[src/rtl/mac_pe.sv]
// rtl/mac_pe.sv - three-stage signed fixed-point multiply-accumulate processing element
//
// Systolic MAC cell. The vector operand a_in is forwarded to the next PE one
// cycle later. The products a*b are summed into a wide wrapping accumulator.
// Each dot product is delimited by first/last beat flags.
//
// Optional feature: define MAC_PE_SAT_EN to clamp res to the DW-bit signed
// range and pulse sat. The accumulator itself keeps wrapping.
//
// Ports:
//   clk, rstn                        clock, asynchronous active-low reset
//   in_valid, a_in, b_in             beat qualifier and signed operands
//   first, last, subtract            dot-product framing and add/subtract select
//   a_out, a_valid_out               registered a_in/in_valid for the next PE
//   res, res_valid, sat              result (held), one-cycle update pulse, clamp pulse
`timescale 1ns/1ps
module mac_pe #(
    parameter int DW   = 18,
    parameter int FRAC = 17,
    parameter int ACCW = 40
) (
    input  logic          clk,
    input  logic          rstn,
    input  logic          in_valid,
    input  logic [DW-1:0] a_in,
    input  logic [DW-1:0] b_in,
    input  logic          first,
    input  logic          last,
    input  logic          subtract,
    output logic [DW-1:0] a_out,
    output logic          a_valid_out,
    output logic [DW-1:0] res,
    output logic          res_valid,
    output logic          sat
);

    localparam int PW = 2 * DW;

    if (ACCW < 2 * DW || ACCW < FRAC + DW) begin : g_param_check
        $error("mac_pe: ACCW must be >= 2*DW and >= FRAC+DW");
    end

    // Stage 1: operand and control capture, unconditional every cycle
    logic signed [DW-1:0] s1_a;
    logic signed [DW-1:0] s1_b;
    logic                 s1_valid;
    logic                 s1_first;
    logic                 s1_last;
    logic                 s1_sub;

    always_ff @(posedge clk or negedge rstn) begin
        if (!rstn) begin
            s1_a     <= '0;
            s1_b     <= '0;
            s1_valid <= 1'b0;
            s1_first <= 1'b0;
            s1_last  <= 1'b0;
            s1_sub   <= 1'b0;
        end else begin
            s1_a     <= a_in;
            s1_b     <= b_in;
            s1_valid <= in_valid;
            s1_first <= first;
            s1_last  <= last;
            s1_sub   <= subtract;
        end
    end

    assign a_out       = s1_a;
    assign a_valid_out = s1_valid;

    // Stage 2: full-precision signed product
    logic signed [PW-1:0] s2_prod;
    logic                 s2_valid;
    logic                 s2_first;
    logic                 s2_last;
    logic                 s2_sub;

    always_ff @(posedge clk or negedge rstn) begin
        if (!rstn) begin
            s2_prod  <= '0;
            s2_valid <= 1'b0;
            s2_first <= 1'b0;
            s2_last  <= 1'b0;
            s2_sub   <= 1'b0;
        end else begin
            s2_prod  <= PW'(s1_a) * PW'(s1_b);
            s2_valid <= s1_valid;
            s2_first <= s1_first;
            s2_last  <= s1_last;
            s2_sub   <= s1_sub;
        end
    end

    // Stage 3: accumulate. The first flag restarts from zero, so a single
    // first+last beat yields just the (possibly negated) product.
    logic signed [ACCW-1:0] acc;
    logic signed [ACCW-1:0] acc_base;
    logic signed [ACCW-1:0] prod_ext;
    logic signed [ACCW-1:0] acc_next;
    logic        [DW-1:0]   res_slice;
    logic        [DW-1:0]   res_d;

    always_comb begin
        acc_base  = s2_first ? '0 : acc;
        prod_ext  = ACCW'(s2_prod);
        acc_next  = s2_sub ? (acc_base - prod_ext) : (acc_base + prod_ext);
        res_slice = acc_next[FRAC+DW-1:FRAC];
    end

`ifdef MAC_PE_SAT_EN
    // The value fits in res only when every bit from the result MSB upward
    // is a copy of the sign.
    localparam int TW = ACCW - FRAC - DW + 1;
    logic [TW-1:0] top_bits;
    logic          ovf;
    logic          sat_q;

    always_comb begin
        top_bits = acc_next[ACCW-1:FRAC+DW-1];
        ovf      = !((&top_bits) || !(|top_bits));
        res_d    = res_slice;
        if (ovf) begin
            res_d = acc_next[ACCW-1] ? {1'b1, {(DW-1){1'b0}}} : {1'b0, {(DW-1){1'b1}}};
        end
    end

    always_ff @(posedge clk or negedge rstn) begin
        if (!rstn) begin
            sat_q <= 1'b0;
        end else begin
            sat_q <= s2_valid && s2_last && ovf;
        end
    end

    assign sat = sat_q;
`else
    assign res_d = res_slice;
    assign sat   = 1'b0;
`endif

    always_ff @(posedge clk or negedge rstn) begin
        if (!rstn) begin
            acc       <= '0;
            res       <= '0;
            res_valid <= 1'b0;
        end else begin
            res_valid <= 1'b0;
            if (s2_valid) begin
                acc <= acc_next;
                if (s2_last) begin
                    res       <= res_d;
                    res_valid <= 1'b1;
                end
            end
        end
    end

endmodule
[config.mk]
export PLATFORM = sky130hd
export DESIGN_NAME = mac_pe
export DESIGN_NICKNAME = d
export VERILOG_FILES = /design/src/rtl/mac_pe.sv
export SDC_FILE = /design/constraint.sdc
export NUM_CORES = 1
export LEC_CHECK = 0
export ABC_AREA = 1
export BUFFER_PORTS_ARGS = -buffer_cell sky130_fd_sc_hd__buf_2
export CAP_MARGIN = 40
export CORE_MARGIN = 2
export CORE_UTILIZATION = 55
export CTS_BUF_LIST = sky130_fd_sc_hd__clkbuf_16
export CTS_CLUSTER_SIZE = 40
export DETAILED_ROUTE_END_ITERATION = 7
export HOLD_SLACK_MARGIN = 0.05
export PLACE_DENSITY = 0.83
export SYNTH_ARGS = -nofsm -noshare
export SYNTH_HDL_FRONTEND = slang
export SYNTH_SLANG_ARGS = --single-unit
export TNS_END_PERCENT = 30
[constraint.sdc]
create_clock -name clk -period 11.9 [get_ports clk]
set_input_delay 2.38 -clock clk [delete_from_list [all_inputs] [get_ports clk]]
set_output_delay 2.38 -clock clk [all_outputs]
set_load 0.05 [all_outputs]
* After elaboration in Yosys (flattened, before gate mapping)
Index checks and enable logic that the tools add are counted. W data, S select, Z words.
Storage, ports and cells: flip-flop bits (word level) 139, bits of input ports 42, output and inout port bits 39, logic and storage cells 22
Operators by class: add/subtract/negate cells 2, multiply operators 1, multiplexer cells 4, reductions and logical operators 1
Operators with widths (count):
- $mux W40 | 2
- $add A40 B36 Y40 | 1
- $sub A40 B36 Y40 | 1
- $mul A18 B18 Y36 | 1
- $mux W1 | 2
- $reduce_and A2 Y1 | 1

* Longest topological paths before layout
Gate-level depths: netlist of run 1.
depth after elaboration 3, gate-level depth with buffers 28, mapped depth without buffers 26

* Worst setup path after synthesis of run 1
No wires, ideal clock.
kind reg2reg, start register s1_a[17] (netlist: a_out[17]), end register s2_prod[34], library setup time 117 ps, arrival 5867 ps, data required time 11783 ps, slack 5916 ps, cell stages (with the launch flop) 26, buffers on the path 2, period minus slack after synthesis 5984 ps, cells stage by stage dfrtp_1 buf_2 buf_1 nand2_1 inv_1 fa_1 inv_1 fa_1 inv_1 ha_1 inv_1 fa_1 inv_1 fa_1 inv_1 fa_1 inv_1 ha_1 nand2_1 o21ai_0 a21oi_1 or2_2 nand3_1 inv_1 nand2_1 nand2_1
Between the ends: longest elaborated chain between the ends 1
RTL lines:
- from (decl) | line 44 | logic signed [DW-1:0] s1_a;
- from (signal assigned) | line 60 | s1_a <= a_in;
- $mul A18 B18 Y36 | line 87 | s2_prod <= PW'(s1_a) * PW'(s1_b);
- to (signal assigned) | line 87
- to (decl) | line 73 | logic signed [PW-1:0] s2_prod;
Every way passes these cells. A chain may end at the register's enable or synchronous reset.

* Worst setup path in the final report of run 1
start register s1_b[0], end register s2_prod[34]
Between the ends: longest elaborated chain between the ends 1
RTL lines:
- from (decl) | line 45 | logic signed [DW-1:0] s1_b;
- from (signal assigned) | line 61 | s1_b <= b_in;
- $mul A18 B18 Y36 | line 87
Every way passes these cells.

==> results of run 1 <==
per-stage QoR:
stage               util (%)  std cells  instance area, sq um
floorplan                  -       2640                 20100
global placement        57.3       3104                 20800
detailed placement      57.4       3105                 20900
CTS                     58.9       3137                 21400
global route            58.9       3137                 21400
finish                  58.9       3137                 21400
state kept, by name, summed over array words and instances (netlist names):
name / count
s1_first: 1
s1_sub: 1
s2_last: 1
res_valid: 1
acc: 35
s2_valid: 1
s2_first: 1
a_valid_out: 1
res: 18
s1_last: 1
s2_prod: 35
s1_b: 18
s2_sub: 1
a_out: 18
final cells by class:
cell class,count,area share [%]
clock buffer,17,1.99
clock inverter,15,0.643
inverter,730,12.8
multi-input combinational,1689,64.1
sequential,133,15.5
tap,468,2.73
timing repair buffer,85,2.18
metal layers:
| metal | vias to the layer above | global-route usage, % | share of wire, % |
|---|---|---|---|
| met1 | 7904 | 33.3 | 39 |
| met4 | 0 | 11.7 | 3.7 |
| met3 | 129 | 3.78 | 6.2 |
| met5 | - | 0 | 0 |
| li1 | 7688 | - | - |
| met2 | 646 | 50.8 | 51 |
cell usage after synthesis (12+ instances only):
library cell / instances
a21oi_1: 79
clkbuf_1: 74
dfrtp_1: 133
fa_1: 324
ha_1: 126
inv_1: 727
nand2_1: 643
nand3_1: 100
nand4_1: 17
nor2_1: 164
nor3_1: 22
o21ai_0: 62
or2_2: 12
xnor2_1: 29
xor2_1: 43
worst register-to-register path: stages, from the launching register on:
cell and delay [ns]:
dfrtp_1 0.78, nand2_1 0.21, inv_1 0.17, fa_1 0.44, inv_1 0.20, fa_1 0.45, inv_1 0.12, ha_1 0.45
inv_1 0.25, fa_1 0.54, inv_1 0.05, fa_1 0.52, inv_1 0.05, fa_1 0.47, inv_1 0.04, ha_1 0.35
nand2_1 0.13, o21ai_0 0.29, a21oi_1 0.08, or2_2 0.29, nand3_1 0.10, inv_1 0.05, nand2_1 0.06, nand2_1 0.05
kinds of logic after synthesis:
logic type                 Yosys count  synth area share, %
and+or+nand+nor                    981                 19.9
adders and majority gates          450                 40.0
AOI/OAI and AO/OA                  185                 5.10
DFF                                133                 16.5
buffers and inverters              818                 15.3
xor gates and xnor gates            72                 3.13
other                                1               0.0186
how the worst max path moves through the flow:
stage	endpoint	slack [ns]	cells past startpoint
6_report	s2_prod[34]	5.67	23
5_1_grt	s2_prod[34]	5.18	23
4_1_cts	s2_prod[26]	5.70	20
3_5_place_dp	s2_prod[31]	5.71	17
3_3_place_gp	s2_prod[31]	5.77	17
2_1_floorplan	s2_prod[34]	5.92	25
==> impl_metrics.yaml, run 1 <==
finish:
  layout_commonest_cell: "inv_1"
  nets: 3148
  fillCellCount: 3195
  multi_input_area_sq_um: 13700
  diodes: 0
  areaGrowthSynthToFinish_pct: 6.34
  regArea_sq_um: 3330
  drive_gt1_share_pct: 5.13
  final_cell_mix: "inv_1, nand2_1, fa_1, nor2_1, dfrtp_1"
worst_hold_path:
  hold_path_startpoint: "s1_last"
  holdPathEnd: "s2_last"
  hp-class: "reg -> reg"
  hold_path_depth: 0
setup_path:
  crit_path_end_kind: "flop"
  cp_common_cell: "inv_1"
  cp_slowest_stage_delay_ns: 0.78
  path_delay_family: "adder cells"
  critPathBufInv: 8
  crit_arrival_ns: 6.57
  r2r-start: "s1_b[0]"
  regToRegSetupSlack_ns: 5.67
  crit_chain: "nand2_1 > inv_1 > fa_1 > inv_1 > fa_1 > inv_1 > ha_1 > inv_1 > fa_1 > inv_1 > fa_1 > inv_1 > fa_1 > inv_1 > ha_1 > nand2_1 > o21ai_0 > a21oi_1 > or2_2 > nand3_1 > inv_1 > nand2_1 > nand2_1"
  reg2reg_to: "s2_prod[34]"
  cp_data_required_time_ns: 12.24
  reg2regPathDepth: 23
  cpMaxStageDelayCell: "dfrtp_1"
  startpoint_type: "flop"
  crit_start: "s1_b[0]"
  crit_type: "reg -> reg"
  path_max_fanout: 18
placed_design:
  hpwl_mm: 40.7
  gp_congestion: 0.946
  port_buffers: 79
  pre_cts_slack_ns: 5.71
logic_synthesis:
  synthDominantCellAreaShare_pct: 32.2
  synth_area_per_cell_sq_um: 7.63
  async_reset_ff_share_pct: 100
  synth_top_area_cell: "fa_1"
  dominantRegCellSynth: "dfrtp_1"
  synth_area_sq_um: 20100
  synthesis.nets: 3132
  synthTopCellsByArea: "fa_1, dfrtp_1, inv_1"
  ys_warn_count: 0
  synth_edf_count: 0
  synth_seq_area_share_pct: 16.5
  synth_cells: 2640
  ys_seq_elements: 133
  synth_cell_types: 46
floorplanning:
  io_pins: 81
  dieArea_sq_um: 38200
  die_h_microns: 195
  fp.dieW_microns: 195
  start_util_pct: 55.4
  core_area_sq_um: 36300
  rows: 70
detailed_routing:
  via_per_inst: 5.22
  ant_nets: 0
  drtIter0Drc: 1238
  wl_per_cell_microns: 16.0
  wl_mm: 50.2
  dr.pass1.iters: 6
  vias: 16400
  remaining_drc_errors: 0
timing:
  slew_viol_final: 0
  slew_headroom_pct: 41.9
  setup_viol: 0
  clock-skew-final_ns: 0.0118
  whs_ns: 0.352
  period_minus_slack_ns: 6.23
  hold_viol_final: 0
  worstMarginPinSlew_ns: 0.871
  setup_tns_ns: 0
  period_share_pct: 52.3
  rsz0062_at_grt: "false"
  fin_ws_ns: 5.67
  maxClockFrequency_mhz: 161
clock_network:
  cts_setup_buffers: 0
  cts_max_path_buffers: 2
  cts_tree: "yes"
  cts_made_buffers: 17
  cts.sinks: 133
  h-tree-depth: 4
  cts_root_buf: "clkbuf_16"
  clk_pin_slew_worst_paths_ns: 0.07
  cts-hold-fix-buffers: 0
  cts.repair.resized: 0
  clock_latency_ns: 0.45
global_route:
  grt_max_degree: 73
  gr-usage-all-layers_pct: 28.0
  antenna_found_initial: 0
  gr-total-overflow: 0
  grt_pass1_vias: 17900
  grt_pass1_wl_mm: 84.9
run:
  drv_cap: 0
status:
  status: "finished clean"
Power of run 1 is left out: the tool's default activity adds up to more than one toggle a clock period on the data nets, which glitch-free logic cannot reach.
==> inputs of run 2 (changes only) <==
==> constraint.sdc (replaced) <==
create_clock -name clk -period 5.94 [get_ports clk]
set_input_delay 1.188 -clock clk [delete_from_list [all_inputs] [get_ports clk]]
set_output_delay 1.188 -clock clk [all_outputs]
set_load 0.05 [all_outputs]
==> impl_metrics.yaml, run 2 (synthesis results as in run 1) <==
placed_design:
  gp_congestion: 0.958
  port_buffers: 79
  hpwl_mm: 43.2
clock_network:
  h-tree-depth: 4
  cts_made_buffers: 17
  clk_pin_slew_worst_paths_ns: 0.06
  clock_latency_ns: 0.46
  cts.sinks: 133
  cts_max_path_buffers: 2
  cts_root_buf: "clkbuf_16"
  cts_tree: "yes"
global_route:
  antenna_found_initial: 0
  grt_pass1_wl_mm: 88.0
  gr-total-overflow: 0
  grt_util_met3_pct: 4.32
  gr-usage-all-layers_pct: 29.0
  grt_max_degree: 92
  grt_pass1_vias: 18500
  met2_usage_pct: 52.8
  grt_util_met1_pct: 33.7
  grt_busiest_layer: "met2"
timing:
  setup_tns_ns: 0
  clock-skew-final_ns: 0.0222
  worstMarginPinSlew_ns: 0.841
  period_share_pct: 95.5
  maxClockFrequency_mhz: 176
  slew_viol_final: 0
  rsz0062_at_grt: "false"
  slew_headroom_pct: 43.9
  period_minus_slack_ns: 5.67
  hold_viol_final: 0
  setup_viol: 0
detailed_routing:
  wl_mm: 51.9
  via_per_inst: 5.25
  ant_nets: 0
  drtIter0Drc: 1031
  remaining_drc_errors: 0
  vias: 16700
  dr.pass1.iters: 7
  wl_per_cell_microns: 16.3
worst_hold_path:
  hp-class: "reg -> reg"
finish:
  largestRegisters: "acc: 35 flops, s2_prod: 35 flops"
  drive_gt1_share_pct: 8.20
  diodes: 0
  layout_commonest_cell: "inv_1"
  final_cell_mix: "inv_1, nand2_1, fa_1, nor2_1, ha_1"
  areaGrowthSynthToFinish_pct: 8.71
  nets: 3200
floorplanning:
  io_pins: 81
  core_area_sq_um: 36300
  die_h_microns: 195
  start_util_pct: 55.4
  dieArea_sq_um: 38200
  fp.dieW_microns: 195
  rows: 70
status:
  status: "finished clean"
setup_path:
  crit_type: "reg -> reg"
  cp_data_required_time_ns: 6.31
  regToRegSetupSlack_ns: 0.27
  startpoint_type: "flop"
  crit_path_end_kind: "flop"
  path_max_fanout: 7
  crit_arrival_ns: 6.04
run:
  drv_cap: 0
==> run 2: cell type report <==
cell class / instances / area (sq um)
fill: 3147 / 14500
multi-input combinational: 1689 / 13800
sequential: 133 / 3360
inverter: 730 / 2740
timing repair buffer: 137 / 848
tap: 468 / 586
clock buffer: 17 / 425
clock inverter: 13 / 181
==> run 2: worst paths after layout <==
path,cells past startpoint,from,to
max in group asynchronous,2,rstn,res[14]
min in group asynchronous,1,rstn,acc[3]
worst max register to register,22,a_out[17],s2_prod[32]
worst max-delay path,22,a_out[17],s2_prod[32]
worst min-delay path,0,s1_first,s2_first
worst min register to register,0,s1_first,s2_first
==> run 2: through the flow <==
stage	area [sq um]	instances	utilization (%)	worst slack (ns)	hold WS, ns
2_1_floorplan	20100	2640	-	0.0973	0.331
3_3_place_gp	21200	3151	58.3	0.160	0.335
3_5_place_dp	21200	3152	58.3	0.0783	0.342
4_1_cts	21800	3182	60.0	0.105	0.357
5_1_grt	21900	3187	60.2	0.00270	0.369
6_report	21900	3187	60.2	0.266	0.354
==> run 2: repair_timing <==
item	CTS	global route
resized for setup	0	34
endpoints found under the setup margin	0	9
hold endpoints to repair	0	0
buffers inserted	0	5
hold buffers	0	0
==> run 2: worst max-delay path, cell delays in order (launching register included) <==
cell,delay (ns)
dfrtp_2,0.48
nand2_1,0.17
inv_1,0.12
fa_1,0.59
inv_1,0.15
fa_1,0.54
inv_1,0.07
ha_1,0.31
inv_2,0.10
fa_1,0.51
inv_1,0.07
fa_1,0.53
inv_1,0.05
fa_1,0.47
inv_1,0.04
ha_1,0.37
nand2_1,0.13
nor2_1,0.15
inv_1,0.07
nor2_1,0.19
nand3_1,0.20
nand3_1,0.13
xor2_1,0.15
==> run 2: routing by layer <==
metal / vias up / share of wire (%)
met5: - / 0
met4: 0 / 4.3
met3: 181 / 6.0
met2: 663 / 51
met1: 8074 / 39
li1: 7800 / -
Power of run 2 is left out for the same reason.
==> inputs of run 3 (changes only) <==
--- a/config.mk
+++ b/config.mk
@@ -5,7 +5,6 @@
 export SDC_FILE = /design/constraint.sdc
 export NUM_CORES = 1
 export LEC_CHECK = 0
-export ABC_AREA = 1
 export BUFFER_PORTS_ARGS = -buffer_cell sky130_fd_sc_hd__buf_2
 export CAP_MARGIN = 40
 export CORE_MARGIN = 2
==> impl_metrics.yaml, run 3 <==
logic_synthesis:
  synth_seq_area_share_pct: 17.9
  synth_cells: 1954
  synth_commonest_cells: "inv_1, fa_1, nand2_1"
  synth_cell_types: 67
  synth.most_common_cell: "inv_1"
  synthesis.nets: 2446
  synthTopCellsByArea: "fa_1, dfrtp_1, ha_1"
  ys_seq_elements: 133
  synth_top_area_cell: "fa_1"
  synth_area_sq_um: 18600
  synth_edf_count: 0
  synthDominantCellAreaShare_pct: 34.9
  dominantRegCellSynth: "dfrtp_1"
  async_reset_ff_share_pct: 100
  ys_warn_count: 0
  synth_area_per_cell_sq_um: 9.50
worst_hold_path:
  hp-class: "reg -> reg"
global_route:
  grt_max_degree: 81
  grt_pass1_wl_mm: 70.9
  gr-total-overflow: 0
  antenna_found_initial: 0
  grt_pass1_vias: 14900
  gr-usage-all-layers_pct: 25.0
detailed_routing:
  dr.pass1.iters: 6
  wl_met1_mm: 17.6
  wl_mm: 43.4
  drtIter0Drc: 926
  wl_per_cell_microns: 17.1
  via_per_inst: 5.42
  wl_met2_mm: 21.8
  vias: 13700
  ant_nets: 0
  remaining_drc_errors: 0
  top_layer_used: "met4"
  wl_met3_mm: 2.81
status:
  status: "finished clean"
setup_path:
  path_max_fanout: 9
  reg2reg_to: "s2_prod[24]"
  crit_path_end: "s2_prod[24]"
  startpoint_type: "flop"
  r2r-start: "s1_b[6]"
  reg2regPathDepth: 22
  cp_data_required_time_ns: 6.26
  regToRegSetupSlack_ns: 0.05
  crit_type: "reg -> reg"
  crit_start: "s1_b[6]"
  crit_path_end_kind: "flop"
  crit_arrival_ns: 6.21
floorplanning:
  core_area_sq_um: 33400
  die_h_microns: 188
  rows: 67
  start_util_pct: 55.6
  dieArea_sq_um: 35200
  io_pins: 81
  fp.dieW_microns: 188
clock_network:
  cts.sinks: 133
  cts-hold-fix-buffers: 0
  clk_pin_slew_worst_paths_ns: 0.07
  cts_made_buffers: 17
  cts_root_buf: "clkbuf_16"
  cts_max_path_buffers: 2
  clock_latency_ns: 0.44
  cts_tree: "yes"
  h-tree-depth: 4
finish:
  multi_input_area_sq_um: 13600
  regArea_sq_um: 3360
  areaGrowthSynthToFinish_pct: 12.2
  layout_commonest_cell: "inv_1"
  nets: 2566
  final_cell_area_sq_um: 20800
  drive_gt1_share_pct: 15.0
  final_cell_mix: "inv_1, fa_1, nand2_1, and2_1, ha_1"
  diodes: 0
  largestRegisters: "acc: 35 flops, s2_prod: 35 flops"
  fillCellCount: 2581
placed_design:
  pre_cts_slack_ns: -0.198
  hpwl_mm: 34.1
  gp_congestion: 0.926
  place_area_sq_um: 19900
  port_buffers: 79
timing:
  setup_viol: 0
  slew_viol_final: 0
  period_share_pct: 99.2
  worstMarginPinSlew_ns: 0.741
  clock-skew-final_ns: 0.0147
  period_minus_slack_ns: 5.89
  slew_headroom_pct: 50.6
  rsz0062_at_grt: "true"
  hold_viol_final: 0
  fin_ws_ns: 0.0456
  maxClockFrequency_mhz: 170
run:
  drv_cap: 0
[run 3: changes by cell type in the layout (fill, tap and decap cells not counted), moves of 56 or more]
cell | previous run | this run
nand2_1 | 641 | 196
and2_1 | 0 | 163
nand3_1 | 100 | 11
xnor2_1 | 29 | 85
inv_1 | 727 | 408
nor2_1 | 162 | 75
[run 3: logic make-up after synthesis]
group	share of synthesized area, %
AND/OR/NAND/NOR	14.8
XOR/XNOR	4.77
flip-flops	17.9
other	0.0202
adder cells (fa/ha/maj)	43.4
buffers and inverters	9.67
multiplexers	2.30
AO/OA/AOI/OAI	7.09
[run 3: layout make-up]
class	instances	share of cell area (%)
well taps	448	2.69
clock buffers	17	2.04
clock inverters	15	0.703
flip-flops and latches	133	16.1
repair buffers	166	5.53
inverters	412	7.45
multi-input cells	1344	65.4
[run 3: through the flow]
step	hold slack [ns]	util [%]	setup TNS, ns	instances
floorplan	0.331	-	-0.0483	1954
global placement	0.335	59.5	0	2481
detailed placement	0.338	59.6	-0.503	2483
CTS	0.356	61.4	-0.0403	2515
global route	0.357	62.4	-0.589	2535
finish	0.354	62.4	0	2535
[run 3: worst min path at each step]
stage                         from        to  slack [ns]  depth (start not counted)
after floorplan           s1_first  s2_first        0.33                          0
after global placement      s1_sub    s2_sub        0.34                          0
after detailed placement  s1_first  s2_first        0.34                          0
after CTS                  s1_last   s2_last        0.36                          0
after global routing       s1_last   s2_last        0.36                          0
final                      s1_last   s2_last        0.35                          0
[run 3: metal layers]
metal	vias to the layer above	global-route usage, %
met2	520	44.2
li1	6187	-
met5	-	0
met1	6917	31.4
met4	0	8.57
met3	107	3.86
[run 3: repair_timing]
item / CTS / global route
pin swaps: 0 / 14
gates resized for setup: 8 / 60
endpoints found under the setup margin: 4 / 14
gates cloned: 0 / 0
setup buffers: 0 / 20
[run 3: worst max-delay path, stage by stage (launching register included)]
cell and delay, ns:
dfrtp_1 0.42, buf_4 0.19, and2_1 0.16, fa_1 0.53
inv_1 0.05, fa_1 0.47, fa_1 0.54, inv_1 0.07
fa_1 0.49, fa_1 0.49, inv_1 0.05, fa_1 0.47
inv_1 0.04, ha_2 0.40, nand2_1 0.14, nor2_1 0.15
nand3_1 0.14, a21oi_4 0.25, nor2b_1 0.32, o21ai_0 0.13
nand2b_1 0.08, a21oi_1 0.07, xnor2_1 0.13
Power of run 3 is left out for the same reason.
